### src/rtl/vblank_update_scheduler_pkg.sv
// Shared VGA timing constants and scheduler state type.
package vga_sched_pkg;

  typedef enum logic [1:0] {
    IDLE  = 2'd0,
    ARB   = 2'd1,
    GRANT = 2'd2
  } state_t;

  localparam int H_TOTAL  = 768;
  localparam int H_ACTIVE = 640;
  localparam int V_ACTIVE = 480;

endpackage

### src/rtl/vblank_update_scheduler_if.sv
// Beam counters, request/done inputs and grant/status outputs of the update scheduler.
interface vblank_update_scheduler_if #(
  parameter int N_REQ = 3
);
  logic [9:0]       counter_x;
  logic [9:0]       counter_y;
  logic [N_REQ-1:0] req;
  logic [N_REQ-1:0] done;
  logic [N_REQ-1:0] grant;
  logic             window_open;
  logic             frame_tick;
  logic             timeout;
  logic             overrun;
  logic [N_REQ-1:0] missed;

  modport master (
    output counter_x, counter_y, req, done,
    input  grant, window_open, frame_tick, timeout, overrun, missed
  );

  modport slave (
    input  counter_x, counter_y, req, done,
    output grant, window_open, frame_tick, timeout, overrun, missed
  );
endinterface

### src/rtl/vblank_update_scheduler_rr_pick.sv
// Combinational round-robin picker: first set candidate at or after i_ptr, with wrap.
module rr_pick #(
  parameter int N_REQ = 3,
  parameter int IW    = 2
) (
  input  logic [N_REQ-1:0] i_cand,
  input  logic [IW-1:0]    i_ptr,
  output logic             o_valid,
  output logic [IW-1:0]    o_idx
);
  logic [N_REQ-1:0] w_rot;
  logic [IW-1:0]    w_off;
  logic [IW:0]      w_sum;

  // Rotating the doubled vector puts the pointer position at bit 0.
  assign w_rot   = N_REQ'({i_cand, i_cand} >> i_ptr);
  assign o_valid = |i_cand;

  always_comb begin
    w_off = '0;
    for (int k = N_REQ - 1; k >= 0; k--) begin
      if (w_rot[k]) w_off = IW'(k);
    end
    w_sum = {1'b0, i_ptr} + {1'b0, w_off};
    o_idx = (w_sum >= (IW+1)'(N_REQ)) ? IW'(w_sum - (IW+1)'(N_REQ)) : w_sum[IW-1:0];
  end
endmodule

### src/rtl/vblank_update_scheduler.sv
// Round-robin scheduler of game-state update slots inside vertical blanking.
// Define VBLANK_SCHED_MISSED_EN to record requesters left unserved at each window close.
//   state | meaning
//   IDLE  | beam visible, no updates permitted
//   ARB   | window open, searching for the next unserved requester
//   GRANT | one requester owns the slot, slot counter running
module vblank_update_scheduler
  import vga_sched_pkg::*;
#(
  parameter int N_REQ    = 3,
  parameter int V_ACTIVE = vga_sched_pkg::V_ACTIVE,
  parameter int MAX_SLOT = 256
) (
  input logic                      clk,
  input logic                      rst,
  vblank_update_scheduler_if.slave bus
);
  localparam int IW = (N_REQ > 1) ? $clog2(N_REQ) : 1;
  localparam int CW = $clog2(MAX_SLOT);

  state_t           r_state, w_state;
  logic [IW-1:0]    r_ptr, w_ptr;
  logic [IW-1:0]    r_idx, w_idx;
  logic [N_REQ-1:0] r_served, w_served;
  logic [N_REQ-1:0] r_grant, w_grant;
  logic [CW-1:0]    r_cnt, w_cnt;
  logic             r_window, w_window;
  logic             r_tick, w_tick;
  logic             r_timeout, w_timeout;
  logic             r_overrun, w_overrun;

  logic             w_open, w_close, w_done_hit, w_slot_end, w_pick_valid;
  logic [IW-1:0]    w_pick_idx, w_next_ptr;

  assign w_open     = (bus.counter_y == 10'(V_ACTIVE)) && (bus.counter_x == '0);
  assign w_close    = (bus.counter_y == '0) && (bus.counter_x == '0);
  assign w_done_hit = (r_state == GRANT) && (|(bus.done & r_grant));
  assign w_slot_end = (r_cnt == CW'(MAX_SLOT - 1));
  assign w_next_ptr = (r_idx == IW'(N_REQ - 1)) ? '0 : r_idx + 1'b1;

  rr_pick #(.N_REQ(N_REQ), .IW(IW)) u_pick (
    .i_cand  (bus.req & ~r_served),
    .i_ptr   (r_ptr),
    .o_valid (w_pick_valid),
    .o_idx   (w_pick_idx)
  );

  always_comb begin
    w_state   = r_state;
    w_ptr     = r_ptr;
    w_idx     = r_idx;
    w_served  = r_served;
    w_grant   = r_grant;
    w_cnt     = r_cnt;
    w_window  = r_window;
    w_tick    = 1'b0;
    w_timeout = 1'b0;
    w_overrun = 1'b0;
    if (w_open) begin
      // A reopen while busy is treated as counter glitch recovery, never as an overrun.
      w_state  = ARB;
      w_window = 1'b1;
      w_tick   = 1'b1;
      w_served = '0;
      w_grant  = '0;
    end else if (w_close) begin
      w_state  = IDLE;
      w_window = 1'b0;
      w_grant  = '0;
      if (r_state == GRANT) begin
        if (w_done_hit) begin
          w_served = r_served | r_grant;
          w_ptr    = w_next_ptr;
        end else begin
          w_overrun = 1'b1;
        end
      end
    end else begin
      case (r_state)
        ARB: begin
          if (w_pick_valid) begin
            w_grant = N_REQ'(1) << w_pick_idx;
            w_idx   = w_pick_idx;
            w_cnt   = '0;
            w_state = GRANT;
          end
        end
        GRANT: begin
          if (w_done_hit || w_slot_end) begin
            w_grant   = '0;
            w_served  = r_served | r_grant;
            w_ptr     = w_next_ptr;
            w_timeout = !w_done_hit;
            w_state   = ARB;
          end else begin
            w_cnt = r_cnt + 1'b1;
          end
        end
        IDLE:    ;
        default: w_state = IDLE;
      endcase
    end
  end

  always_ff @(posedge clk or posedge rst) begin
    if (rst) begin
      r_state   <= IDLE;
      r_ptr     <= '0;
      r_idx     <= '0;
      r_served  <= '0;
      r_grant   <= '0;
      r_cnt     <= '0;
      r_window  <= 1'b0;
      r_tick    <= 1'b0;
      r_timeout <= 1'b0;
      r_overrun <= 1'b0;
    end else begin
      r_state   <= w_state;
      r_ptr     <= w_ptr;
      r_idx     <= w_idx;
      r_served  <= w_served;
      r_grant   <= w_grant;
      r_cnt     <= w_cnt;
      r_window  <= w_window;
      r_tick    <= w_tick;
      r_timeout <= w_timeout;
      r_overrun <= w_overrun;
    end
  end

  assign bus.grant       = r_grant;
  assign bus.window_open = r_window;
  assign bus.frame_tick  = r_tick;
  assign bus.timeout     = r_timeout;
  assign bus.overrun     = r_overrun;

`ifdef VBLANK_SCHED_MISSED_EN
  logic [N_REQ-1:0] r_missed;

  always_ff @(posedge clk or posedge rst) begin
    if (rst)          r_missed <= '0;
    else if (w_close) r_missed <= bus.req & ~w_served;
  end

  assign bus.missed = r_missed;
`else
  assign bus.missed = '0;
`endif
endmodule

### src/flat_wrapper.sv
// flat-port wrapper written by rule: the top's interface ports become plain ports
module vblank_update_scheduler_flat import vga_sched_pkg::*;
#(
  parameter int N_REQ    = 3,
  parameter int V_ACTIVE = vga_sched_pkg::V_ACTIVE,
  parameter int MAX_SLOT = 256
)
  (clk, rst, bus_counter_x, bus_counter_y, bus_req, bus_done, bus_grant, bus_window_open, bus_frame_tick, bus_timeout, bus_overrun, bus_missed);
  vblank_update_scheduler_if #(.N_REQ(N_REQ)) bus_i ();
  input logic clk;
  input logic rst;
  input wire logic [$bits(bus_i.counter_x)-1:0] bus_counter_x;
  input wire logic [$bits(bus_i.counter_y)-1:0] bus_counter_y;
  input wire logic [$bits(bus_i.req)-1:0] bus_req;
  input wire logic [$bits(bus_i.done)-1:0] bus_done;
  output wire logic [$bits(bus_i.grant)-1:0] bus_grant;
  output wire logic [$bits(bus_i.window_open)-1:0] bus_window_open;
  output wire logic [$bits(bus_i.frame_tick)-1:0] bus_frame_tick;
  output wire logic [$bits(bus_i.timeout)-1:0] bus_timeout;
  output wire logic [$bits(bus_i.overrun)-1:0] bus_overrun;
  output wire logic [$bits(bus_i.missed)-1:0] bus_missed;
  assign bus_i.counter_x = bus_counter_x;
  assign bus_i.counter_y = bus_counter_y;
  assign bus_i.req = bus_req;
  assign bus_i.done = bus_done;
  assign bus_grant = bus_i.grant;
  assign bus_window_open = bus_i.window_open;
  assign bus_frame_tick = bus_i.frame_tick;
  assign bus_timeout = bus_i.timeout;
  assign bus_overrun = bus_i.overrun;
  assign bus_missed = bus_i.missed;
  vblank_update_scheduler #(.N_REQ(N_REQ), .V_ACTIVE(V_ACTIVE), .MAX_SLOT(MAX_SLOT)) u_core (.clk(clk), .rst(rst), .bus(bus_i));
endmodule
### config.mk
export PLATFORM = sky130hd
export DESIGN_NAME = vblank_update_scheduler_flat
export DESIGN_NICKNAME = d
export VERILOG_FILES = /design/src/rtl/vblank_update_scheduler_pkg.sv /design/src/rtl/vblank_update_scheduler_if.sv /design/src/rtl/vblank_update_scheduler_rr_pick.sv /design/src/rtl/vblank_update_scheduler.sv /design/src/flat_wrapper.sv
export SDC_FILE = /design/constraint.sdc
export NUM_CORES = 1
export LEC_CHECK = 0
export BUFFER_PORTS_ARGS = -buffer_cell sky130_fd_sc_hd__buf_2
export CORE_MARGIN = 10
export CORE_UTILIZATION = 30
export CTS_CLUSTER_DIAMETER = 150
export DETAILED_ROUTE_END_ITERATION = 6
export GPL_TIMING_DRIVEN = 0
export PLACE_DENSITY = 0.59
export SYNTH_ARGS = -nofsm -noshare
export SYNTH_HDL_FRONTEND = slang
export SYNTH_HIERARCHICAL = 1
export SYNTH_SLANG_ARGS = --single-unit
### constraint.sdc
create_clock -name clk -period 3.8 [get_ports clk]
set_clock_uncertainty 0.05 [all_clocks]
set_input_delay 0.76 -clock clk [delete_from_list [all_inputs] [get_ports clk]]
set_output_delay 0.76 -clock clk [all_outputs]
set_load 0.1 [all_outputs]
==> impl_metrics.toml <==
[logic_synthesis]
yosys_warnings = 6
synth.distinct_cells = 49
synth_top_area_frac = 0.380
ys_ff_latch = 24
synthesis.instances = 167
synthArstFlopShare = 1.00
synth_ff_type = "dfrtp_1"
synth-edff-count = 0
synth.area.top_cells = "dfrtp_1, ha_1, nor2_1"
yosysTopAreaCell = "dfrtp_1"
netlist_area_sq_mm = 0.00158
seq_area_frac_synth = 0.380
avgSynthCellArea_sq_um = 9.47

[global_routing]
track_usage = 0.0897
antenna_found_initial = 0
met3_usage = 0.0299
use_met1 = 0.112
grt_pass1_vias = 1437
grt_max_degree = 25
overflow = 0
grt_pass1_wl_mm = 6.56
gr-usage-met2 = 0.142
busiest_layer = "met2"

[clock_tree]
cts_root_buf = "clkbuf_8"
clock_sinks = 24
cts_tree = "done"
clk_latency_ns = 0.26
post_cts_buffers = 0
htreeDepth = 1
cts_made_buffers = 3
clk_pin_slew_ns = 0.08
postCtsResizedCells = 0
cts.path.max_buffers = 2
hold_buffers = 0

[power]
pwr-share-comb = 0.589
peakVddDrop_mv = 0.412
power_leakage_nw = 0.828
pwr-share-clk = 0.104
pwr-share-seq = 0.307
netSwitchingFraction = 0.469
p_sw_mw = 0.656
power.internal_mw = 0.743
power_density_mw_per_mm2 = 741

[sta]
hold_violations = 0
fmax_mhz = 304
setup_viol = 0
relSlewSlack = 0.383
tightest_slew_ns = 0.924
rsz0062_at_grt = "no"
maxSlewViolCount = 0
tns_ns = 0
fin_crit_ns = 3.29
period_share = 0.866
setup_ws_ns = 0.509

[worst_setup_path]
path_cells = "buf_2 > nor2b_1 > nor2b_1 > a211oi_1 > a31oi_1 > ha_1 > fa_1 > ha_1 > nor2_1 > o21ai_0 > nor3_1 > mux2i_1 > nor2_1"
arrival_ns = 3.38
r2r_start = "u_core/r_served[1]"
critPathMaxFanout = 7
required_ns = 3.89
critPathSlowestCell = "fa_1"
cp-start-kind = "primary input"
endpoint_kind = "flop"
r2r-end = "u_core/bus.grant[0]"
cpPeakStageDelay_ns = 0.52
path_class = "primary input to flop"
r2r_cells = 12
ff2ff_setup_slack_ns = 0.70

[final_layout]
fillCellCount = 539
layout.nets = 243
final_common_cell = "buf_2"
final_util = 0.370
syn2layout_area_growth_pct = 19.4
layout_common_cells = "buf_2, dfrtp_1, nor2_1, a21oi_1, nand3_1"
drive_above_1_share = 0.282
num_antenna_cells = 0

[run_status]
status = "finished, final reports clean"

[routing]
routed_wl_mm = 3.74
route.vias.total = 1391
dr.pass1.iters = 4
initialDrtViolationCount = 77
ant_nets = 0
viasPerCell = 5.04
drc = 0
avgRoutedWirePerCell_um = 13.6

[placed_design]
gp_congestion = 0.847
port-buffer-count = 34
place_ws_ns = 0.247
dp_hpwl_mm = 2.96

[floorplanning]
die-area_sq_mm = 0.00858
io_pins = 38
die_h_um = 92.6
coreArea_sq_mm = 0.00511
start_util = 0.310
rows = 26
fp.dieW_um = 92.6

[min_path]
min_delay_path_depth = 1
hp-class = "flop to flop"
hold_start = "u_core/bus.window_open"
worstHoldEndpoint = "u_core/bus.window_open"

[job]
max-cap-violations = 0
==> area by class of cell <==
cell class                      count  area [sq um]  share of cell area
Multi-Input combinational cell    133           932               0.494
Inverter                            7          26.3              0.0139
Timing Repair Buffer               34           170              0.0901
Sequential cell                    24           601               0.318
Buffer                              5          30.0              0.0159
Clock buffer                        3          41.3              0.0219
Tap cell                           70          87.6              0.0464
==> cell families after synthesis <==
group,after synthesis,share of synthesized area
multiplexers,7,0.0530
other,1,0.00237
flip-flops,24,0.380
AO/OA/AOI/OAI,45,0.195
AND/OR/NAND/NOR,71,0.275
adder cells (fa/ha/maj),7,0.0601
buffers and inverters,12,0.0356
==> sequential cells by signal (all words and copies together) (netlist names) <==
signal and count:
u_core/bus.frame_tick 1, u_core/bus.grant 3, u_core/bus.overrun 1, u_core/bus.timeout 1
u_core/bus.window_open 1, u_core/r_cnt 8, u_core/r_idx 2, u_core/r_ptr 2
u_core/r_served 3, u_core/r_state 2
==> worst max-delay path: cells and delay by family <==
family	cells	cell delay, ns
compound gates	3	0.74
fa+ha+maj	3	0.93
buf+inv	1	0.07
mux	1	0.15
simple gates	5	0.72
==> stage by stage <==
step / cells / hold slack, ns / instance area (sq um) / total power [mW]
after floorplan: 169 / 0.413 / 1590 / 1.08
after global placement: 273 / 0.417 / 1850 / 1.24
after detailed placement: 273 / 0.423 / 1850 / 1.26
after CTS: 276 / 0.444 / 1890 / 1.41
after global routing: 276 / 0.470 / 1890 / 1.54
final: 276 / 0.435 / 1890 / 1.40
==> worst max path at each step <==
stage / cells past startpoint / start / end / slack (ns)
2_1_floorplan: 11 / bus_req[1] / u_core/bus.grant[0] / 0.58
3_3_place_gp: 13 / bus_req[1] / u_core/bus.grant[0] / 0.30
3_5_place_dp: 13 / bus_req[1] / u_core/bus.grant[0] / 0.25
4_1_cts: 13 / bus_req[1] / u_core/bus.grant[0] / 0.52
5_1_grt: 13 / bus_req[1] / u_core/bus.grant[0] / 0.20
6_report: 13 / bus_req[1] / u_core/bus.grant[0] / 0.51
==> power groups by stage <==
stage | clock network [mW] | registers (mW) | logic, mW
floorplan | 0 | 0.488 | 0.590
global placement | 0 | 0.433 | 0.811
detailed placement | 0 | 0.434 | 0.823
CTS | 0.152 | 0.429 | 0.826
global route | 0.163 | 0.447 | 0.935
finish | 0.145 | 0.430 | 0.824
==> per-layer routing <==
| metal | share of wire | wire length, um |
|---|---|---|
| met4 | 0.011 | 41 |
| met5 | 0 | 0 |
| met3 | 0.069 | 258 |
| met2 | 0.43 | 1620 |
| met1 | 0.49 | 1830 |
==> cells in the mapped netlist (all sizes together) (4+ instances only) <==
cell    number
nor4         5
a21oi       12
nor3         6
a31oi        5
nand2b       4
nand4        4
o21ai        8
nor2        17
ha           6
nand3       10
nor2b        7
inv          7
mux2         5
nand2        6
dfrtp       24
No activity file was read; power rests on OpenSTA's default activity.
